### src/rtl/fifo_defs.sv
// Shared defaults for the async FIFO pointer logic.
package fifo_defs;

  localparam int unsigned CNT_WIDTH_DEF   = 5;
  localparam int unsigned FIFO_DEPTH      = 2 ** CNT_WIDTH_DEF;
  localparam int unsigned SYNC_STAGES_DEF = 2;

endpackage

### src/rtl/gray2bin.sv
// Gray to binary conversion: each binary bit is the XOR of all Gray bits from the MSB down to it.
module gray2bin #(
  parameter int unsigned DATA_WIDTH = 6
) (
  input  logic [DATA_WIDTH-1:0] gray_i,
  output logic [DATA_WIDTH-1:0] bin_o
);

  always_comb begin
    bin_o = '0;
    for (int unsigned i = 0; i < DATA_WIDTH; i++) begin
      bin_o[i] = ^(gray_i >> i);
    end
  end

endmodule

### src/rtl/fifo_ptr_sync_cmp.sv
// Synchronizes the remote Gray pointer, compares it with the local one for full/empty,
// and (with FIFO_PTR_LEVEL_EN defined) provides a registered fill level and almost flag.
module fifo_ptr_sync_cmp
  import fifo_defs::*;
#(
  parameter int unsigned CNT_WIDTH   = CNT_WIDTH_DEF,
  parameter int unsigned SYNC_STAGES = SYNC_STAGES_DEF,
  parameter int unsigned WR_SIDE     = 1,
  parameter int unsigned ALMOST_TH   = 4
) (
  input  logic                 clk_i,
  input  logic                 rst_i,
  input  logic [CNT_WIDTH:0]   local_ptr_gray_i,
  input  logic [CNT_WIDTH:0]   remote_ptr_gray_i,
  output logic                 flag_o,
  output logic                 almost_o,
  output logic [CNT_WIDTH:0]   level_o,
  output logic [CNT_WIDTH:0]   remote_ptr_sync_o
);

  localparam int unsigned PW    = CNT_WIDTH + 1;
  localparam int unsigned DEPTH = 2 ** CNT_WIDTH;
  // Full pattern: the two top Gray bits of the local pointer are inverted versus the remote one.
  localparam logic [PW-1:0] FULL_MASK = PW'(2'b11) << (CNT_WIDTH - 1);
  localparam logic ALMOST_RST = (WR_SIDE == 0);

  logic [PW-1:0] sync_q [SYNC_STAGES];

  always_ff @(posedge clk_i or posedge rst_i) begin
    if (rst_i) begin
      for (int unsigned i = 0; i < SYNC_STAGES; i++) sync_q[i] <= '0;
    end else begin
      sync_q[0] <= remote_ptr_gray_i;
      for (int unsigned i = 1; i < SYNC_STAGES; i++) sync_q[i] <= sync_q[i-1];
    end
  end

  assign remote_ptr_sync_o = sync_q[SYNC_STAGES-1];

  // Left combinational so a local increment blocks the counter in the same cycle.
  always_comb begin
    if (WR_SIDE != 0) flag_o = (local_ptr_gray_i == (sync_q[SYNC_STAGES-1] ^ FULL_MASK));
    else              flag_o = (local_ptr_gray_i == sync_q[SYNC_STAGES-1]);
  end

`ifdef FIFO_PTR_LEVEL_EN
  logic [PW-1:0] local_bin;
  logic [PW-1:0] remote_bin;
  logic [PW-1:0] level_d, level_q;
  logic          almost_d, almost_q;
  logic [31:0]   free_slots;

  gray2bin #(.DATA_WIDTH(PW)) u_g2b_local (
    .gray_i (local_ptr_gray_i),
    .bin_o  (local_bin)
  );

  gray2bin #(.DATA_WIDTH(PW)) u_g2b_remote (
    .gray_i (sync_q[SYNC_STAGES-1]),
    .bin_o  (remote_bin)
  );

  always_comb begin
    if (WR_SIDE != 0) level_d = local_bin - remote_bin;
    else              level_d = remote_bin - local_bin;
    free_slots = DEPTH - 32'(level_d);
    if (WR_SIDE != 0) almost_d = (free_slots <= ALMOST_TH);
    else              almost_d = (32'(level_d) <= ALMOST_TH);
  end

  always_ff @(posedge clk_i or posedge rst_i) begin
    if (rst_i) begin
      level_q  <= '0;
      almost_q <= ALMOST_RST;
    end else begin
      level_q  <= level_d;
      almost_q <= almost_d;
    end
  end

  assign level_o  = level_q;
  assign almost_o = almost_q;
`else
  assign level_o  = '0;
  assign almost_o = ALMOST_RST;
`endif

endmodule

### config.mk
export PLATFORM = sky130hd
export DESIGN_NAME = fifo_ptr_sync_cmp
export DESIGN_NICKNAME = d
export VERILOG_FILES = /design/src/rtl/fifo_defs.sv /design/src/rtl/gray2bin.sv /design/src/rtl/fifo_ptr_sync_cmp.sv
export SDC_FILE = /design/constraint.sdc
export NUM_CORES = 1
export LEC_CHECK = 0
export CAP_MARGIN = 20
export CORE_AREA = 2 2 39 41
export CTS_CLUSTER_SIZE = 28
export DETAILED_ROUTE_END_ITERATION = 10
export DIE_AREA = 0 0 41 43
export PLACE_DENSITY = 0.77
export SETUP_SLACK_MARGIN = 0.2
export SYNTH_ARGS = -nofsm -noshare
export SYNTH_HDL_FRONTEND = slang
export SYNTH_SLANG_ARGS = --single-unit
### constraint.sdc
create_clock -name clk_i -period 1.1 [get_ports clk_i]
set_input_delay 0.11 -clock clk_i [delete_from_list [all_inputs] [get_ports clk_i]]
set_output_delay 0.11 -clock clk_i [all_outputs]
set_load 0.01 [all_outputs]
Word-level counts from Yosys, hierarchy flattened
Cells that the tools add are included.
{"block": "word_totals", "latchBits": 0, "memories": 0, "out_inout_bits": 14, "rom_bits": 0, "mem_bits_rw": 0, "elab_cells": 4, "regBits": 12}
{"block": "op_classes", "n_eq_ne": 1, "add_sub_neg": 0, "div": 0, "n_reduce_logical": 0, "n_lt_le_gt_ge": 0, "mul": 0, "n_bitwise": 1, "muxes": 0, "n_shift": 0}
{"op": "equality test 6 bit", "n": 1}
{"op": "inverter 2 bit", "n": 1}

Depth between registers and ports, before layout
{"block": "logic_depth", "word_depth": 2, "depth_mapped": 3, "ltp_nobuf": 3}

Worst setup path after synthesis
No wires, ideal clock.
{"block": "synth_timing", "path_type": "flip-flop to output port", "startpoint": "reg sync_q, in the netlist remote_ptr_sync_o[0]", "endpoint": "out flag_o", "required_ps": 990, "path_slack_ps": 187, "stages_incl_launch_ff": 4, "t_arrival_ps": 803, "n_path_buf": 0, "path_cell_list": "dfrtp_1 xnor2_1 nand4_1 nor3_2"}
{"block": "synth_via", "elab_chain_len": 1}
{"element": "start, declared", "line_no": "fifo_ptr_sync_cmp.sv:27", "text": "logic [PW-1:0] sync_q [SYNC_STAGES];"}
{"element": "equality test 6 bit", "line_no": "fifo_ptr_sync_cmp.sv:42", "text": "if (WR_SIDE != 0) flag_o = (local_ptr_gray_i == (sync_q[SYNC_STAGES-1] ^ FULL_MASK));"}
{"element": "end, declared", "line_no": "fifo_ptr_sync_cmp.sv:15", "text": "output logic flag_o,"}
Every way passes these cells.

Final worst setup path
{"block": "layout_timing", "startpoint": "reg sync_q, in the netlist remote_ptr_sync_o[5]", "endpoint": "out flag_o"}
{"block": "layout_via", "elab_chain_len": 2}
{"element": "inverter 2 bit (no source line)"}
{"element": "equality test 6 bit", "line_no": "fifo_ptr_sync_cmp.sv:42"}
Every way passes these cells.

==> flow_metrics.py <==
metrics = {
    "routing": {
        "drt.antenna.violating_nets": 0,
        "routed_wl_um": 525,
        "dr_total_vias": 246,
        "drc": 0,
        "wire_per_inst_um": 7.609,
        "routed_via_density": 3.565,
        "firstDrtPassIters": 1,
        "drt_iter0_drc": 0,
    },
    "yosys": {
        "synth_flop_cell": "dfrtp_1",
        "synth_edf_count": 0,
        "netlist.top_cell.by_area": "dfrtp_1",
        "synthCells": 35,
        "yosysSeqAreaShare": 0.6332,
        "ys_types": 8,
        "synthTopCellsByCount": "13 x buf_4, 12 x dfrtp_1, 4 x xor2_1",
        "syn_area_per_cell_um2": 13.55,
        "syn_area_um2": 474.2,
        "ys.warnings.count": 0,
        "ys_top_cells_by_area": "dfrtp_1 63%, buf_4 21%, xor2_1 7.4%",
        "synth_async_sr_flop_share": 1.000,
        "netlist.area_leader.share": 0.6332,
        "synth_most_common_cell": "buf_4",
        "ys_ff_latch": 12,
    },
    "timing": {
        "setup_viol": 1,
        "clock.fmax_mhz": 784.0,
        "period_share": 1.160,
        "grt_setup_unrepaired": "true",
        "worst_slack_ns": -0.1755,
        "final_hold_viol_count": 0,
        "slew_viol_final": 0,
        "fin_crit_ns": 1.275,
        "setup_tns_ns": -0.1755,
        "skew_ns": 0.001256,
    },
    "cells_and_area": {
        "nets": 69,
        "area_delta_synth_final_pct": 33.77,
        "antenna_cells": 0,
        "fin_util": 0.4584,
        "drive_above_1_share": 0.2453,
    },
    "clocking": {
        "clock_sinks": 12,
        "cts-root-buf": "clkbuf_4",
        "cts_tree": "yes",
        "clock_latency_ns": 0.25,
        "cts_buffers": 3,
        "htreeDepth": 1,
        "clock_path_buffers": 2,
        "cts.clk_slew.worst_paths_ns": 0.06,
        "hold_buffers": 0,
    },
    "status": {
        "status": "finished with violations",
        "violations": "setup timing",
    },
    "grt": {
        "grt_max_degree": 13,
        "grt_pass1_vias": 212,
        "antenna_found_initial": 0,
        "globalRouteTotalUtil": 0.07407,
        "grtUsageMet2": 0.1063,
        "grt-ovfl-total": 0,
        "top_usage_layer": "met2",
        "grt_pass1_wl_um": 821,
        "use_met1": 0.07666,
        "use_met3": 0.03665,
    },
    "critical_path": {
        "r2r_cells": 0,
        "crit_type": "reg -> out",
        "r2r-end": "remote_ptr_sync_o[3]",
        "ff2ff_setup_slack_ns": 0.63,
        "crit_required_ns": 0.99,
        "r2r_start": "sync_q[9]",
        "start_kind": "register",
        "critPathMaxFanout": 2,
        "worstPathArrival_ns": 1.17,
        "crit_path_end_kind": "output port",
    },
    "die": {
        "coreArea_mm2": 0.001384,
        "design.portCount": 28,
        "rows": 14,
        "die_h_um": 43,
        "die_w_um": 41,
        "fp.dieArea_mm2": 0.001763,
        "initial_core_util": 0.3427,
    },
    "placement": {
        "portBuffers": 20,
        "dp_hpwl_um": 421.9,
        "gp_congestion": 0.5706,
    },
    "power_and_ir_drop": {
        "power_density_mw_per_mm2": 1295,
        "pwr-share-comb": 0.139,
        "p_leak_uw": 0.0002994,
        "power_frac_seq": 0.575,
        "switchingPower_uw": 164.1,
        "swShare": 0.1998,
        "p_int_uw": 657.5,
        "peakVddDrop_v": 0.0005763,
        "clock_power_share": 0.286,
    },
    "run": {
        "max_cap_violations": 0,
    },
    "hold_path": {
        "min_path_type": "in -> async",
    },
}
## power groups by stage
stage	clock (uW)	sequential (uW)	combinational, uW
final	235	473	114
after floorplan	0	480	76.5
after CTS	251	473	116
after global placement	0	482	116
after global routing	279	474	126
after detailed placement	0	482	116
## logic make-up (layout without fill, tap and decap cells)
| logic type | count (synthesis) | after routing | share of synthesized area |
|---|---|---|---|
| xor gates and xnor gates | 6 | 6 | 0.1108 |
| buffers and inverters | 14 | 26 | 0.2137 |
| DFF | 12 | 12 | 0.6332 |
| and+or+nand+nor | 2 | 2 | 0.03431 |
| other | 1 | 7 | 0.007908 |
## metrics by stage
stage | hold slack, ns | cells | area (um^2) | setup slack, ns | power [uW]
after floorplan | -0.02530 | 41 | 496.7 | 0.1875 | 556.4
after global placement | 0.3322 | 64 | 619.3 | -0.5339 | 598.0
after detailed placement | 0.3347 | 64 | 619.3 | -0.5510 | 597.8
after CTS | 0.1364 | 69 | 634.4 | -0.2140 | 840.0
after global routing | 0.1802 | 69 | 634.4 | -0.3230 | 879.9
final | 0.1410 | 69 | 634.4 | -0.1755 | 821.6
## critical path, stage by stage (launching register included)
cell and delay (ns):
dfrtp_1 0.38, xor2_1 0.14, nand4_1 0.12, nor3_2 0.11
buf_2 0.15
## cells in the final DEF, fill, tap and decap left out, drive strengths merged
| master | instances |
|---|---|
| buf | 9 |
| clkbuf | 3 |
| clkdlybuf4s50 | 13 |
| conb | 7 |
| dfrtp | 12 |
| inv | 1 |
| nand4 | 1 |
| nor3 | 1 |
| xnor2 | 2 |
| xor2 | 4 |
## repair_timing
item	CTS	global route
pin swaps	4	0
setup buffers	2	0
setup endpoints to repair	7	7
resized for setup	30	0
## how the worst max path moves through the flow
stage,start,end,slack [ns]
final,remote_ptr_sync_o[5],flag_o,-0.18
after global placement,local_ptr_gray_i[0],flag_o,-0.53
after detailed placement,local_ptr_gray_i[5],flag_o,-0.55
after floorplan,remote_ptr_sync_o[0],flag_o,0.19
after global routing,remote_ptr_sync_o[0],flag_o,-0.32
after CTS,remote_ptr_sync_o[0],flag_o,-0.21
## sequential cells by signal (all words and copies together), names as in the netlist
signal,count
remote_ptr_sync_o,6
sync_q,6
## cell type report
class	count	area [um^2]
Clock buffer	3	22.52
Sequential cell	12	300.3
Fill cell	134	749.5
Inverter	1	3.754
Tap cell	16	20.02
Multi-Input combinational cell	15	95.09
Timing Repair Buffer	22	192.7
## per-layer routing
metal  up-vias  wire (um)  part of all wire
li1        124          -                 -
met1       107        173              0.33
met2        15        285              0.54
met3         0         67              0.13
met4         0          0                 0
met5         -          0                 0
(Power assumes the default switching activity.)
